File: src/rtl/input_conditioner_pkg.sv
// Shared definitions for the input conditioner: debounce FSM state
// encodings and default parameter values, used by the RTL and the bench.
package input_conditioner_pkg;

    // Per-channel debounce FSM states (2-bit encoding)
    typedef enum logic [1:0] {
        STABLE_LO = 2'b00,
        WAIT_HI   = 2'b01,
        STABLE_HI = 2'b10,
        WAIT_LO   = 2'b11
    } deb_state_t;

    // Default number of consecutive stable synchronized samples
    localparam int DEFAULT_DEBOUNCE_CYCLES = 4;

    // Default debounce counter width
    localparam int DEFAULT_CNT_W = 8;

endpackage : input_conditioner_pkg

File: src/rtl/input_conditioner_debounce_channel.sv
// One debounce channel: 2-flop synchronizer, 4-state debounce FSM with
// counter, registered clean level and registered rise pulse.
module debounce_channel
    import input_conditioner_pkg::*;
#(
    parameter int DEBOUNCE_CYCLES = DEFAULT_DEBOUNCE_CYCLES,
    parameter int CNT_W           = DEFAULT_CNT_W
) (
    input  logic clk,
    input  logic reset,
    input  logic i_raw,
    output logic o_level,
    output logic o_rise
);

    // Count value at which a WAIT state completes the transition
    localparam logic [CNT_W-1:0] CNT_LAST  = CNT_W'(DEBOUNCE_CYCLES - 1);
    // Count loaded on entering a WAIT state. With a single required sample
    // the WAIT state must still last one cycle, so it enters already at the
    // terminal count instead of 1 (keeps the counter within range).
    localparam logic [CNT_W-1:0] CNT_ENTRY = (DEBOUNCE_CYCLES == 1) ? '0 : CNT_W'(1);

    logic             r_s1;
    logic             r_s2;
    deb_state_t       r_state;
    logic [CNT_W-1:0] r_count;
    logic             r_level;
    logic             r_rise;

    // Two-flop synchronizer for the asynchronous raw input
    always_ff @(posedge clk or negedge reset) begin
        if (!reset) begin
            r_s1 <= 1'b0;
            r_s2 <= 1'b0;
        end else begin
            r_s1 <= i_raw;
            r_s2 <= r_s1;
        end
    end

    // Debounce FSM with counter, registered level and one-cycle rise pulse
    always_ff @(posedge clk or negedge reset) begin
        if (!reset) begin
            r_state <= STABLE_LO;
            r_count <= '0;
            r_level <= 1'b0;
            r_rise  <= 1'b0;
        end else begin
            r_rise <= 1'b0;
            case (r_state)
                STABLE_LO: begin
                    if (r_s2) begin
                        r_state <= WAIT_HI;
                        r_count <= CNT_ENTRY;
                    end else begin
                        r_count <= '0;
                    end
                end
                WAIT_HI: begin
                    if (!r_s2) begin
                        r_state <= STABLE_LO;
                        r_count <= '0;
                    end else if (r_count == CNT_LAST) begin
                        r_state <= STABLE_HI;
                        r_count <= '0;
                        r_level <= 1'b1;
                        r_rise  <= 1'b1;
                    end else begin
                        r_count <= r_count + CNT_W'(1);
                    end
                end
                STABLE_HI: begin
                    if (!r_s2) begin
                        r_state <= WAIT_LO;
                        r_count <= CNT_ENTRY;
                    end else begin
                        r_count <= '0;
                    end
                end
                WAIT_LO: begin
                    if (r_s2) begin
                        r_state <= STABLE_HI;
                        r_count <= '0;
                    end else if (r_count == CNT_LAST) begin
                        r_state <= STABLE_LO;
                        r_count <= '0;
                        r_level <= 1'b0;
                    end else begin
                        r_count <= r_count + CNT_W'(1);
                    end
                end
                default: begin
                    r_state <= STABLE_LO;
                    r_count <= '0;
                    r_level <= 1'b0;
                end
            endcase
        end
    end

    assign o_level = r_level;
    assign o_rise  = r_rise;

endmodule : debounce_channel

File: src/rtl/input_conditioner.sv
// Input conditioner: two independent debounced channels (A and B) feeding
// a downstream Mealy FSM, each with a one-cycle rise pulse.
module input_conditioner
    import input_conditioner_pkg::*;
#(
    parameter int DEBOUNCE_CYCLES = DEFAULT_DEBOUNCE_CYCLES,
    parameter int CNT_W           = DEFAULT_CNT_W
) (
    input  logic clk,
    input  logic reset,
    input  logic raw_a,
    input  logic raw_b,
    output logic a,
    output logic b,
    output logic a_rise,
    output logic b_rise
);

    logic w_a;
    logic w_b;
    logic w_a_rise;
    logic w_b_rise;

    debounce_channel #(
        .DEBOUNCE_CYCLES (DEBOUNCE_CYCLES),
        .CNT_W           (CNT_W)
    ) u_chan_a (
        .clk     (clk),
        .reset   (reset),
        .i_raw   (raw_a),
        .o_level (w_a),
        .o_rise  (w_a_rise)
    );

    debounce_channel #(
        .DEBOUNCE_CYCLES (DEBOUNCE_CYCLES),
        .CNT_W           (CNT_W)
    ) u_chan_b (
        .clk     (clk),
        .reset   (reset),
        .i_raw   (raw_b),
        .o_level (w_b),
        .o_rise  (w_b_rise)
    );

    assign a      = w_a;
    assign b      = w_b;
    assign a_rise = w_a_rise;
    assign b_rise = w_b_rise;

endmodule : input_conditioner

File: config.mk
export PLATFORM = sky130hd
export DESIGN_NAME = input_conditioner
export DESIGN_NICKNAME = d
export VERILOG_FILES = /design/src/rtl/input_conditioner_pkg.sv /design/src/rtl/input_conditioner_debounce_channel.sv /design/src/rtl/input_conditioner.sv
export SDC_FILE = /design/constraint.sdc
export NUM_CORES = 1
export LEC_CHECK = 0
export ABC_AREA = 0
export CORE_AREA = 2 2 71 60
export DETAILED_ROUTE_END_ITERATION = 7
export DIE_AREA = 0 0 73 62
export DONT_BUFFER_PORTS = 1
export PLACE_DENSITY = 0.52
export SLEW_MARGIN = 10
export SYNTH_ARGS = -nofsm -noshare
export SYNTH_HDL_FRONTEND = slang
export SYNTH_SLANG_ARGS = --single-unit
File: constraint.sdc
create_clock -name clk -period 2.17 [get_ports clk]
set_input_delay 0.3255 -clock clk [delete_from_list [all_inputs] [get_ports clk]]
set_output_delay 0.3255 -clock clk [all_outputs]
set_load 0.02 [all_outputs]
==> Flow_metrics.wiki, run 1 <==
{| class="wikitable"
! Metric !! Value
|-
| Post-synthesis average cell area || 11.1 sq um
|-
| Number of slew-limit violations in the final report || 0
|-
| Share of synthesized area occupied by flip-flops and latches || 54.6%
|-
| Dpl hpwl || 1570 microns
|-
| Kind of start point of the critical path || register
|-
| Run status || completed
|-
| Critical path's slowest cell || sky130_fd_sc_hd__dfrtp_1
|-
| Top cell type by total area after synthesis || sky130_fd_sc_hd__dfrtp_1
|-
| Tmin final || 1590 ps
|-
| Footprint of the multi-input gates || 557 sq um
|-
| Clk_skew || 5.12 ps
|-
| Max FO, Critical Path || 5
|-
| Max capacitance violation total || 0
|-
| Antenna violations before repair || 0
|-
| Library cells used by synthesis || 33
|-
| Clk_lat worst skew || 270 ps
|-
| Antenna Cells || 0
|-
| Most frequent cell after synthesis || sky130_fd_sc_hd__dfrtp_1
|-
| Unrepaired setup endpoints after global routing || false
|-
| First-pass detailed-route iteration total || 4
|-
| Crit path buffers/inverters || 0
|-
| Number of top-level pins || 8
|-
| Worst Tran Pin Value || 391 ps
|-
| Proportion of netlist area held by the largest area contributor || 54.6%
|-
| Sinks on the clock net || 28
|-
| Path type of the worst min-delay path || in -> reg
|-
| Post-route fraction of the period consumed by the critical path || 73.4%
|-
| Total placed instance area || 0.00134 sq mm
|-
| NumNets Final || 130
|-
| Delay of the slowest critical-path stage || 420 ps
|-
| Detail-routed via count per cell || 5.26
|-
| Count of buffers from port buffering || 0
|-
| Maximum clock frequency || 628 MHz
|-
| Leakage || 0.000567 uW
|-
| Area of the mapped netlist || 0.00128 sq mm
|-
| Clock transition time at the flip-flop clock pins of the worst setup and hold paths || 90 ps
|-
| Worst setup path class || reg -> reg
|-
| CTS Buf Count || 3
|-
| Initial core utilization || 32.8%
|-
| Number of cells in the finished layout apart from fillers || 168
|-
| Global route total overflow || 0
|-
| Cell count after synthesis || 116
|-
| Number of buffers on the longest clock path || 2
|-
| Post-Route WL || 2170 microns
|-
| Vert. Die Dim || 62 microns
|-
| Reg-to-Reg Start || u_chan_b.r_count[0]
|-
| Async S/R FF share, synth || 100%
|-
| Number of synthesis warnings || 0
|-
| Share of post-route cells with drive strength above 1 || 9.02%
|-
| Std-Cell Rows || 21
|-
| Number of register bits inferred by synthesis || 28
|-
| Total Neg Setup Slack || 0 ps
|-
| Vias after detailed routing || 883
|-
| Die W || 73 microns
|-
| Core outline area || 0.00392 sq mm
|-
| Post-synth EDFFs || 0
|-
| Cell-by-cell trace of the critical path || ha_1 > nor4b_1 > nand2_1 > a211o_1
|-
| Arrival @ worst endpoint || 1750 ps
|-
| Startpoint of the most critical hold path || raw_a
|-
| Total die area || 0.00453 sq mm
|-
| TritonCTS clock tree || yes
|-
| Number of global-route vias before repair || 838
|-
| Dominant cells by area after synthesis || sky130_fd_sc_hd__dfrtp_1 55%, sky130_fd_sc_hd__o21ai_0 3.9%, sky130_fd_sc_hd__a21oi_1 3.5%
|-
| Count of fill cells added during filler insertion || 390
|-
| Commonest cells post-synth || 28 x sky130_fd_sc_hd__dfrtp_1, 10 x sky130_fd_sc_hd__o21ai_0, 9 x sky130_fd_sc_hd__a21oi_1
|-
| Pin count of the biggest net entering global routing || 29
|-
| Hold Violations, Final || 0
|-
| Required @ worst endpoint || 2330 ps
|-
| Buffer type at the clock tree root || sky130_fd_sc_hd__clkbuf_8
|-
| Placed insts || 162
|-
| Final Wtd Congestion || 0.764
|-
| DRC violation total after the first TritonRoute iteration || 28
|-
| Highest ir drop seen on vdd || 0.000443 V
|-
| Kind of cell with the highest combined delay on the critical path || simple AND/OR/NAND/NOR gates
|-
| Crit path capture type || register
|-
| Startpoint of the most critical setup path || u_chan_b.r_count[0]
|-
| Final cell area excluding filler cells || 0.00142 sq mm
|-
| Tightest slew margin relative to the limit || 73.6%
|-
| CTS HTree Levels || 1
|-
| Power density over the cells || 912 mW/mm^2
|-
| Synthesis-to-layout area growth || 10.8%
|-
| Setup-failing EPs final || 0
|-
| Seq. cell area || 701 sq um
|-
| Antenna Violating Nets Remaining || 0
|-
| Primary flip-flop cell chosen by synthesis mapping || sky130_fd_sc_hd__dfrtp_1
|-
| Aggregate global-route resource usage || 10.8%
|-
| Global-route wire length before repair || 3770 microns
|-
| Final hold slack || 81.7 ps
|-
| Post-route DRC || 0
|-
| Synthesized netlist net count || 123
|-
| WL/cell || 12.9 microns
|}
==> registers in the layout (all words and copies together) (netlist names), named ones only <==
signal and count:
u_chan_b.r_s1 1, u_chan_a.r_count 8, u_chan_b.r_state 1, u_chan_a.r_s1 1, u_chan_b.r_count 8, u_chan_a.r_s2 1, u_chan_a.o_level 1, u_chan_b.o_rise 1
u_chan_a.o_rise 1, u_chan_b.o_level 1, u_chan_b.r_s2 1, u_chan_a.r_state 1
==> final timing paths <==
kind                                        to  slack [ps]  depth (start not counted)
max                           u_chan_b.o_level         580                          4
min                              u_chan_a.r_s1          80                          0
max reg2reg                   u_chan_b.o_level         580                          4
min reg2reg                      u_chan_b.r_s2         350                          0
max in group asynchronous      u_chan_a.o_rise        1530                          2
min in group asynchronous  u_chan_b.r_count[1]         480                          2
==> layout by cell type (no fill, tap or decap), drive strengths merged <==
| master | instances |
|---|---|
| nor4b | 2 |
| inv | 4 |
| a31o | 1 |
| and3 | 1 |
| a21boi | 2 |
| a21oi | 9 |
| ha | 3 |
| o31ai | 1 |
| buf | 2 |
| or4bb | 1 |
| nor4 | 3 |
| or3 | 5 |
| nor4bb | 1 |
| nor2 | 5 |
| dfrtp | 28 |
| a211oi | 2 |
| clkbuf | 4 |
| o21ai | 10 |
| nand2 | 7 |
| dlygate4sd3 | 1 |
| nand3 | 7 |
| xnor2 | 3 |
| or4b | 2 |
| nand2b | 3 |
| a211o | 2 |
| nor3 | 3 |
| nor2b | 1 |
| or4 | 3 |
| nor3b | 1 |
| xor2 | 4 |
| nand4 | 1 |
==> final cells by class <==
type                    count  area share (%)
flip-flops and latches     28            49.3
multi-input cells          83            39.1
well taps                  46            4.05
clock buffers               4            3.87
repair buffers              3            2.64
inverters                   4            1.06
==> through the flow <==
stage                     worst slack (ps)  utilization (%)  total power (uW)
final                                  577             36.3              1300
after global routing                   379             36.3              1390
after CTS                              561             36.3              1320
after detailed placement               588             34.2               984
after global placement                 612             34.2               980
after floorplan                        756                -               910
==> routing by layer <==
metal,vias to the layer above,wire length [microns],track usage (%)
li1,436,-,-
met1,436,1180,15.5
met2,9,920,16.5
met3,2,52,2.10
met4,0,20,3.97
met5,-,0,0
==> power by group <==
group	internal [uW]	switching [uW]	total (uW)
sequential	601	93.3	694
combinational	135	157	292
clock	162	150	312
==> timing repair <==
item | in CTS | in global routing
hold buffers | 2 | 0
setup buffers | 0 | 0
resized for setup | 0 | 0
hold endpoints to repair | 28 | 0
==> cell families (layout without fill, tap and decap cells) <==
group	Yosys count	after routing	share of synthesized area [%]
AND/OR/NAND/NOR	46	46	23.3
adder cells (fa/ha/maj)	3	3	2.92
flip-flops	28	28	54.6
buffers and inverters	5	11	2.05
XOR/XNOR	7	7	4.78
AO/OA/AOI/OAI	27	27	12.4
(Power assumes the default switching activity.)
==> run 2: changes to the inputs <==
- PLACE_DENSITY: 0.52 -> 0.53
- clock period: 2.17 -> 1.3 ns (I/O delays scaled with it)
==> Flow_metrics.wiki, run 2 (synthesized netlist as in run 1, its figures left out) <==
{| class="wikitable"
! Metric !! Value
|-
| WL/cell || 14.3 microns (was 12.9 microns)
|-
| Global route total overflow || 0 (unchanged)
|-
| Worst Hold Depth || 0 (unchanged)
|-
| Post-Route WL || 2890 microns (was 2170 microns)
|-
| Number of top-level pins || 8 (unchanged)
|-
| Highest ir drop seen on vdd || 0.000463 V (was 0.000443 V)
|-
| NumNets Final || 164 (was 130)
|-
| Dpl hpwl || 1920 microns (was 1570 microns)
|-
| First-pass detailed-route iteration total || 4 (unchanged)
|-
| Required @ worst endpoint || 1510 ps (was 2330 ps)
|-
| Power density over the cells || 1380 mW/mm^2 (was 912 mW/mm^2)
|-
| Die W || 73 microns (unchanged)
|-
| Maximum clock frequency || 717 MHz (was 628 MHz)
|-
| Initial core utilization || 32.8% (unchanged)
|-
| Final Wtd Congestion || 0.791 (was 0.764)
|-
| Clk_lat worst skew || 270 ps (about the same)
|-
| Top flop regs || u_chan_a.r_count x8, u_chan_b.r_count x8 (unchanged)
|-
| Kind of start point of the critical path || register (unchanged)
|-
| Worst-case setup margin in the final layout || -95.5 ps (was 577 ps)
|-
| Worst slack after detailed placement || -94.8 ps (was 588 ps)
|-
| Tmin final || 1400 ps (was 1590 ps)
|-
| Clk_skew || 2.65 ps (was 5.12 ps)
|-
| Setup-failing EPs final || 15 (was 0)
|-
| Placed insts || 189 (was 162)
|-
| Vias after detailed routing || 1009 (was 883)
|-
| Worst setup path class || reg -> reg (unchanged)
|-
| Most used cells in the layout excluding fill and tap cells || 28 x sky130_fd_sc_hd__buf_4, 24 x sky130_fd_sc_hd__dfrtp_1 (was 28 x sky130_fd_sc_hd__dfrtp_1, 10 x sky130_fd_sc_hd__o21ai_0, 9 x sky130_fd_sc_hd__a21oi_1, 7 x sky130_fd_sc_hd__nand3_1, 7 x sky130_fd_sc_hd__nand2_1)
|-
| Synthesis-to-layout area growth || 45.6% (was 10.8%)
|-
| Run status || finished with violations (was completed)
|-
| Count of buffers from port buffering || 0 (unchanged)
|-
| Share of post-route cells with drive strength above 1 || 48.1% (was 9.02%)
|-
| Total Neg Setup Slack || -747 ps (was 0 ps)
|-
| Count of fill cells added during filler insertion || 337 (was 390)
|-
| Hold Path End || u_chan_a.r_s2 (was u_chan_a.r_s1)
|-
| Crit path capture type || register (unchanged)
|-
| Commonest non-fill, non-tap cell in the layout || sky130_fd_sc_hd__buf_4 (was sky130_fd_sc_hd__dfrtp_1)
|-
| Post-route fraction of the period consumed by the critical path || 107% (was 73.4%)
|-
| Crit path buffers/inverters || 0 (unchanged)
|-
| Tot Pwr || 2580 uW (was 1300 uW)
|-
| Antenna violations before repair || 0 (unchanged)
|-
| CTS Buf Count || 3 (unchanged)
|-
| Total die area || 0.00453 sq mm (unchanged)
|-
| Number of cells in the finished layout apart from fillers || 202 (was 168)
|-
| Number of buffers on the longest clock path || 2 (unchanged)
|-
| Tightest slew margin relative to the limit || 76.4% (was 73.6%)
|-
| Delay of the slowest critical-path stage || 560 ps (was 420 ps)
|-
| DRC violation total after the first TritonRoute iteration || 82 (was 28)
|-
| Std-Cell Rows || 21 (unchanged)
|-
| Max FO, Critical Path || 3 (was 5)
|-
| TritonCTS clock tree || yes (unchanged)
|-
| Global-route wire length before repair || 4710 microns (was 3770 microns)
|-
| Violated checks || setup timing
|-
| Depth of the worst register-to-register path || 3 (was 4)
|-
| Number of global-route vias before repair || 989 (was 838)
|-
| Worst reg2reg setup slack || -100 ps (was 580 ps)
|-
| Max capacitance violation total || 0 (unchanged)
|-
| Kind of cell with the highest combined delay on the critical path || simple AND/OR/NAND/NOR gates (unchanged)
|-
| Pin count of the biggest net entering global routing || 29 (unchanged)
|-
| Sinks on the clock net || 28 (unchanged)
|-
| Cell-by-cell trace of the critical path || or4_4 > nor4_4 > a211o_1 (was ha_1 > nor4b_1 > nand2_1 > a211o_1)
|-
| Startpoint of the most critical hold path || u_chan_a.r_s1 (was raw_a)
|-
| Aggregate global-route resource usage || 13.6% (was 10.8%)
|-
| Final hold slack || 355 ps (was 81.7 ps)
|-
| Clock transition time at the flip-flop clock pins of the worst setup and hold paths || 90 ps (about the same)
|-
| Hold Violations, Final || 0 (unchanged)
|-
| Path type of the worst min-delay path || reg -> reg (was in -> reg)
|-
| Vert. Die Dim || 62 microns (unchanged)
|-
| Leakage || 0.000789 uW (was 0.000567 uW)
|-
| Number of slew-limit violations in the final report || 0 (unchanged)
|-
| Buffer type at the clock tree root || sky130_fd_sc_hd__clkbuf_8 (unchanged)
|-
| Worst Tran Pin Value || 355 ps (was 391 ps)
|-
| Antenna Violating Nets Remaining || 0 (unchanged)
|-
| Core outline area || 0.00392 sq mm (unchanged)
|-
| Arrival @ worst endpoint || 1610 ps (was 1750 ps)
|-
| Antenna Cells || 0 (unchanged)
|-
| CTS HTree Levels || 1 (unchanged)
|-
| Post-route DRC || 0 (unchanged)
|-
| Worst reg2reg path endpoint || u_chan_a.o_level (was u_chan_b.o_level)
|-
| Unrepaired setup endpoints after global routing || true (was false)
|-
| Critical path's slowest cell || sky130_fd_sc_hd__or4_4 (was sky130_fd_sc_hd__dfrtp_1)
|-
| Reg-to-Reg Start || u_chan_a.r_count[2] (was u_chan_b.r_count[0])
|-
| Detail-routed via count per cell || 5.00 (was 5.26)
|}
run 2: changes by cell type in the layout (fill, tap and decap cells not counted), sizes merged:
cell,before,now
dlygate4sd3,1,3
buf,2,34
run 2: layout make-up:
type / count / area, sq um / area share [%]
Sequential cell: 28 / 706 / 37.8
Inverter: 4 / 15.0 / 0.803
Timing Repair Buffer: 37 / 317 / 16.9
Tap cell: 46 / 57.6 / 3.08
Clock buffer: 4 / 55.1 / 2.95
Multi-Input combinational cell: 83 / 719 / 38.5
run 2: worst reg2reg max path: stages (launching register included):
cell and delay, ps:
sky130_fd_sc_hd__dfrtp_1 420, sky130_fd_sc_hd__or4_4 560, sky130_fd_sc_hd__nor4_4 240, sky130_fd_sc_hd__a211o_1 120
run 2: worst max-delay path by stage:
| stage | startpoint | endpoint | cells past startpoint |
|---|---|---|---|
| final | u_chan_a.r_count[2] | u_chan_a.o_level | 3 |
| after CTS | u_chan_a.r_count[2] | u_chan_a.o_level | 3 |
| after detailed placement | u_chan_a.r_count[2] | u_chan_a.r_count[4] | 4 |
| after floorplan | u_chan_a.r_count[0] | u_chan_a.o_level | 4 |
| after global routing | u_chan_a.r_count[0] | u_chan_a.o_level | 4 |
| after global placement | u_chan_a.r_count[2] | u_chan_a.r_count[4] | 4 |
run 2: metal layers:
layer / vias up / GRT usage, % / part of all wire, %
li1: 506 / - / -
met1: 487 / 18.2 / 52
met2: 14 / 21.8 / 45
met3: 2 / 4.19 / 2.7
met4: 0 / 3.70 / 0.48
met5: - / 0 / 0
run 2: report_power, final:
group | total, uW | switching [uW] | leakage, uW | internal (uW)
clock | 523 | 252 | 0.0000288 | 271
sequential | 1130 | 127 | 0.000354 | 1000
combinational | 925 | 423 | 0.000407 | 503
total | 2580 | 802 | 0.000789 | 1780
run 2: stage by stage:
| stage | area (sq um) | utilization [%] |
|---|---|---|
| CTS | 1760 | 45.0 |
| finish | 1870 | 47.7 |
| global route | 1870 | 47.7 |
| detailed placement | 1570 | 40.2 |
| global placement | 1570 | 40.2 |
| floorplan | 1320 | - |
run 2: repair_timing:
| action | CTS | global route |
|---|---|---|
| pin swaps | 8 | 9 |
| resized for setup | 16 | 23 |
| endpoints found under the setup margin | 16 | 18 |
| endpoints found under the hold margin | 30 | 0 |
| hold buffers | 4 | 0 |
| setup buffers | 3 | 3 |
==> run 3: changes to the inputs <==
- CAP_MARGIN: not set -> 20
- CORE_AREA: 2 2 71 60 -> 2 2 71 59
- DIE_AREA: 0 0 73 62 -> 0 0 73 61
- SYNTH_HIERARCHICAL: not set -> 1
==> Flow_metrics.wiki, run 3 <==
{| class="wikitable"
! Metric !! Value
|-
| Run status || finished with violations (unchanged)
|-
| Violated checks || setup timing (unchanged)
|-
| TritonCTS clock tree || yes (unchanged)
|-
| Max capacitance violation total || 0 (unchanged)
|-
| Kind of start point of the critical path || register (unchanged)
|-
| NumNets Final || 160 (was 164)
|-
| Top cell type by total area after synthesis || sky130_fd_sc_hd__dfrtp_1 (unchanged)
|-
| Post-Route WL || 2920 microns (was 2890 microns)
|-
| Vias after detailed routing || 1030 (was 1009)
|-
| Reg power frac || 42.3% (was 43.8%)
|-
| Startpoint of the most critical setup path || u_chan_b/r_count[0] (was u_chan_a.r_count[2])
|-
| Internal Power || 1880 uW (was 1780 uW)
|-
| Post-synthesis xor/xnor area fraction || 5.54% (was 4.78%)
|-
| Commonest cells post-synth || 28 x sky130_fd_sc_hd__dfrtp_1, 12 x sky130_fd_sc_hd__a21oi_1, 6 x sky130_fd_sc_hd__nand3_1, 6 x sky130_fd_sc_hd__o21ai_0 (was 28 x sky130_fd_sc_hd__dfrtp_1, 10 x sky130_fd_sc_hd__o21ai_0, 9 x sky130_fd_sc_hd__a21oi_1)
|-
| Critical path's slowest cell || sky130_fd_sc_hd__or4b_4 (was sky130_fd_sc_hd__or4_4)
|-
| Cell count after synthesis || 112 (was 116)
|-
| Worst reg2reg setup slack || -160 ps (was -100 ps)
|-
| Library cells used by synthesis || 26 (was 33)
|-
| Reg-to-Reg Start || u_chan_b/r_count[0] (was u_chan_a.r_count[2])
|-
| Hold Violations, Final || 0 (unchanged)
|-
| Aggregate global-route resource usage || 14.2% (was 13.6%)
|-
| DRC violation total after the first TritonRoute iteration || 18 (was 82)
|-
| Crit path capture type || register (unchanged)
|-
| Arrival @ worst endpoint || 1620 ps (was 1610 ps)
|-
| Commonest non-fill, non-tap cell in the layout || sky130_fd_sc_hd__dfrtp_1 (was sky130_fd_sc_hd__buf_4)
|-
| Count of buffers from port buffering || 0 (unchanged)
|-
| Core outline area || 0.00373 sq mm (was 0.00392 sq mm)
|-
| Tightest slew margin relative to the limit || 74.6% (was 76.4%)
|-
| Simple-gate share of the synthesized area || 22.0% (was 23.3%)
|-
| Count of fill cells added during filler insertion || 338 (was 337)
|-
| Cell-by-cell trace of the critical path || ha_2 > or4b_4 > o31ai_4 > a21oi_2 (was or4_4 > nor4_4 > a211o_1)
|-
| Net switching fraction of the power || 34.6% (was 31.1%)
|-
| Share of synthesized area occupied by flip-flops and latches || 55.4% (was 54.6%)
|-
| Max FO, Critical Path || 4 (was 3)
|-
| Number of synthesis warnings || 6 (was 0)
|-
| Worst-case setup margin in the final layout || -158 ps (was -95.5 ps)
|-
| Primary flip-flop cell chosen by synthesis mapping || sky130_fd_sc_hd__dfrtp_1 (unchanged)
|-
| Worst slack after detailed placement || -196 ps (was -94.8 ps)
|-
| Pin count of the biggest net entering global routing || 29 (unchanged)
|-
| Worst setup path class || reg -> reg (unchanged)
|-
| Unrepaired setup endpoints after global routing || true (unchanged)
|-
| Vert. Die Dim || 61 microns (was 62 microns)
|-
| Number of global-route vias before repair || 1023 (was 989)
|-
| Number of register bits inferred by synthesis || 28 (unchanged)
|-
| Clock transition time at the flip-flop clock pins of the worst setup and hold paths || 90 ps (about the same)
|-
| Number of buffers on the longest clock path || 2 (unchanged)
|-
| Clock power frac || 18.2% (was 20.3%)
|-
| Buffer type at the clock tree root || sky130_fd_sc_hd__clkbuf_8 (unchanged)
|-
| Worst Tran Pin Value || 376 ps (was 355 ps)
|-
| Dominant cells by area after synthesis || sky130_fd_sc_hd__dfrtp_1 55%, sky130_fd_sc_hd__a21oi_1 4.8%, sky130_fd_sc_hd__or4b_4 4.4% (was sky130_fd_sc_hd__dfrtp_1 55%, sky130_fd_sc_hd__o21ai_0 3.9%, sky130_fd_sc_hd__a21oi_1 3.5%)
|-
| Switching pwr || 996 uW (was 802 uW)
|-
| Global-route wire length before repair || 4780 microns (was 4710 microns)
|-
| Post-synth EDFFs || 0 (unchanged)
|-
| Post-route DRC || 0 (unchanged)
|-
| Utilization after layout || 51.2% (was 47.7%)
|-
| Async S/R FF share, synth || 100% (unchanged)
|-
| Most used cells in the layout excluding fill and tap cells || 28 x sky130_fd_sc_hd__dfrtp_1, 25 x sky130_fd_sc_hd__buf_4, 10 x sky130_fd_sc_hd__buf_6, 7 x sky130_fd_sc_hd__a21oi_2, 5 x sky130_fd_sc_hd__a21oi_1 (was 28 x sky130_fd_sc_hd__buf_4, 24 x sky130_fd_sc_hd__dfrtp_1)
|-
| Total die area || 0.00445 sq mm (was 0.00453 sq mm)
|-
| Most frequent cell after synthesis || sky130_fd_sc_hd__dfrtp_1 (unchanged)
|-
| First-pass detailed-route iteration total || 4 (unchanged)
|-
| Final Wtd Congestion || 0.792 (was 0.791)
|-
| Clk_lat worst skew || 270 ps (about the same)
|-
| Tmin final || 1460 ps (was 1400 ps)
|-
| CTS HTree Levels || 1 (unchanged)
|-
| Share of post-route cells with drive strength above 1 || 52.9% (was 48.1%)
|-
| Clk_skew || 4.16 ps (was 2.65 ps)
|-
| Maximum clock frequency || 686 MHz (was 717 MHz)
|-
| Depth of the worst register-to-register path || 4 (was 3)
|-
| Adder-cell share of the synthesized area || 1.98% (was 2.92%)
|-
| Number of top-level pins || 8 (unchanged)
|-
| Antenna Cells || 0 (unchanged)
|-
| WL/cell || 14.8 microns (was 14.3 microns)
|-
| Synthesized netlist net count || 118 (was 123)
|-
| Antenna Violating Nets Remaining || 0 (unchanged)
|-
| Number of slew-limit violations in the final report || 0 (unchanged)
|-
| Post-route fraction of the period consumed by the critical path || 112% (was 107%)
|-
| Highest ir drop seen on vdd || 0.000651 V (was 0.000463 V)
|-
| Die W || 73 microns (unchanged)
|-
| Worst reg2reg path endpoint || u_chan_b/o_level (was u_chan_a.o_level)
|-
| Std-Cell Rows || 20 (was 21)
|-
| Initial core utilization || 33.9% (was 32.8%)
|-
| Detail-routed via count per cell || 5.23 (was 5.00)
|-
| Power density over the cells || 1510 mW/mm^2 (was 1380 mW/mm^2)
|-
| Synthesis-to-layout area growth || 51.2% (was 45.6%)
|-
| Mux cell area share after synthesis || 0% (unchanged)
|-
| Dpl hpwl || 1950 microns (was 1920 microns)
|-
| Main combinational cell family by area after synthesis || simple AND/OR/NAND/NOR gates (unchanged)
|-
| Area of the mapped netlist || 0.00126 sq mm (was 0.00128 sq mm)
|-
| CTS Buf Count || 3 (unchanged)
|-
| Worst setup endpoint || u_chan_b/o_level (was u_chan_a.o_level)
|-
| Antenna violations before repair || 0 (unchanged)
|-
| Post-synthesis average cell area || 11.3 sq um (was 11.1 sq um)
|-
| Global route total overflow || 0 (unchanged)
|-
| Setup-failing EPs final || 8 (was 15)
|-
| Top flop regs || u_chan_a/r_count x8, u_chan_b/r_count x8 (was u_chan_a.r_count x8, u_chan_b.r_count x8)
|-
| Share of total power in combinational logic || 39.5% (was 35.9%)
|-
| Required @ worst endpoint || 1460 ps (was 1510 ps)
|-
| Leakage || 0.000812 uW (was 0.000789 uW)
|-
| Proportion of netlist area held by the largest area contributor || 55.4% (was 54.6%)
|-
| Delay of the slowest critical-path stage || 510 ps (was 560 ps)
|-
| Path type of the worst min-delay path || in -> async (was reg -> reg)
|-
| Sinks on the clock net || 28 (unchanged)
|-
| Compound-Gate Fraction of Synth Area || 13.7% (was 12.4%)
|}
## run 3: cell type report
cell class | count | area (sq um) | area share [%]
repair buffers | 39 | 350 | 18.3
inverters | 2 | 7.51 | 0.393
well taps | 44 | 55.1 | 2.88
flip-flops and latches | 28 | 701 | 36.7
clock buffers | 4 | 55.1 | 2.88
multi-input cells | 80 | 742 | 38.8
## run 3: power groups by stage
stage	Combinational (uW)	Clock, uW	Sequential (uW)
3_3_place_gp	798	0	1190
4_1_cts	971	549	1200
2_1_floorplan	495	0	1180
6_report	1140	524	1220
3_5_place_dp	817	0	1200
5_1_grt	1250	577	1240
## run 3: what timing repair did
item | 4_1_cts | 5_1_grt
gates resized for setup | 20 | 29
pin swaps | 8 | 8
hold endpoints to repair | 30 | 0
hold buffers | 4 | 0
setup buffers | 4 | 6
setup endpoints to repair | 13 | 23
## run 3: how the worst min path moves through the flow
stage / startpoint / endpoint / slack (ps) / cells past startpoint
floorplan: reset / async pin / -100 / 0
global placement: reset / u_chan_a/r_count[5] / -100 / 0
detailed placement: reset / u_chan_a/r_count[6] / -100 / 0
CTS: reset / u_chan_a/r_count[5] / 340 / 2
global route: reset / u_chan_a/r_count[6] / 360 / 2
finish: reset / u_chan_a/r_count[4] / 340 / 2
## run 3: kinds of logic (layout without fill, tap and decap cells)
group,Yosys count,in the layout
and+or+nand+nor,42,42
buffers and inverters,4,45
AOI/OAI and AO/OA,28,28
adders and majority gates,2,2
DFF,28,28
xor gates and xnor gates,8,8
## run 3: per-stage QoR
step	total power [uW]	cell area (sq um)	hold WS [ps]	setup TNS [ps]	instances
final	2880	1910	337	-840	197
after global routing	3060	1910	356	-1490	197
after CTS	2720	1740	340	-667	192
after detailed placement	2010	1530	-100	-808	181
after global placement	1990	1530	-100	-467	181
after floorplan	1680	1280	-101	-456	112
## run 3: layer usage
layer	GRT usage [%]	share of wire (%)	vias to the layer above	wire length, microns
met5	0	0	-	0
met1	20.4	51	515	1480
met2	21.5	45	13	1330
li1	-	-	498	-
met4	3.97	1.7	0	51
met3	3.49	2.3	4	67
## run 3: critical path, delay by kind of cell (launching register included)
family                   cells  cell delay, ps
AND/OR/NAND/NOR              1             510
flip-flops                   1             380
AO/OA/AOI/OAI                2             260
adder cells (fa/ha/maj)      1             200
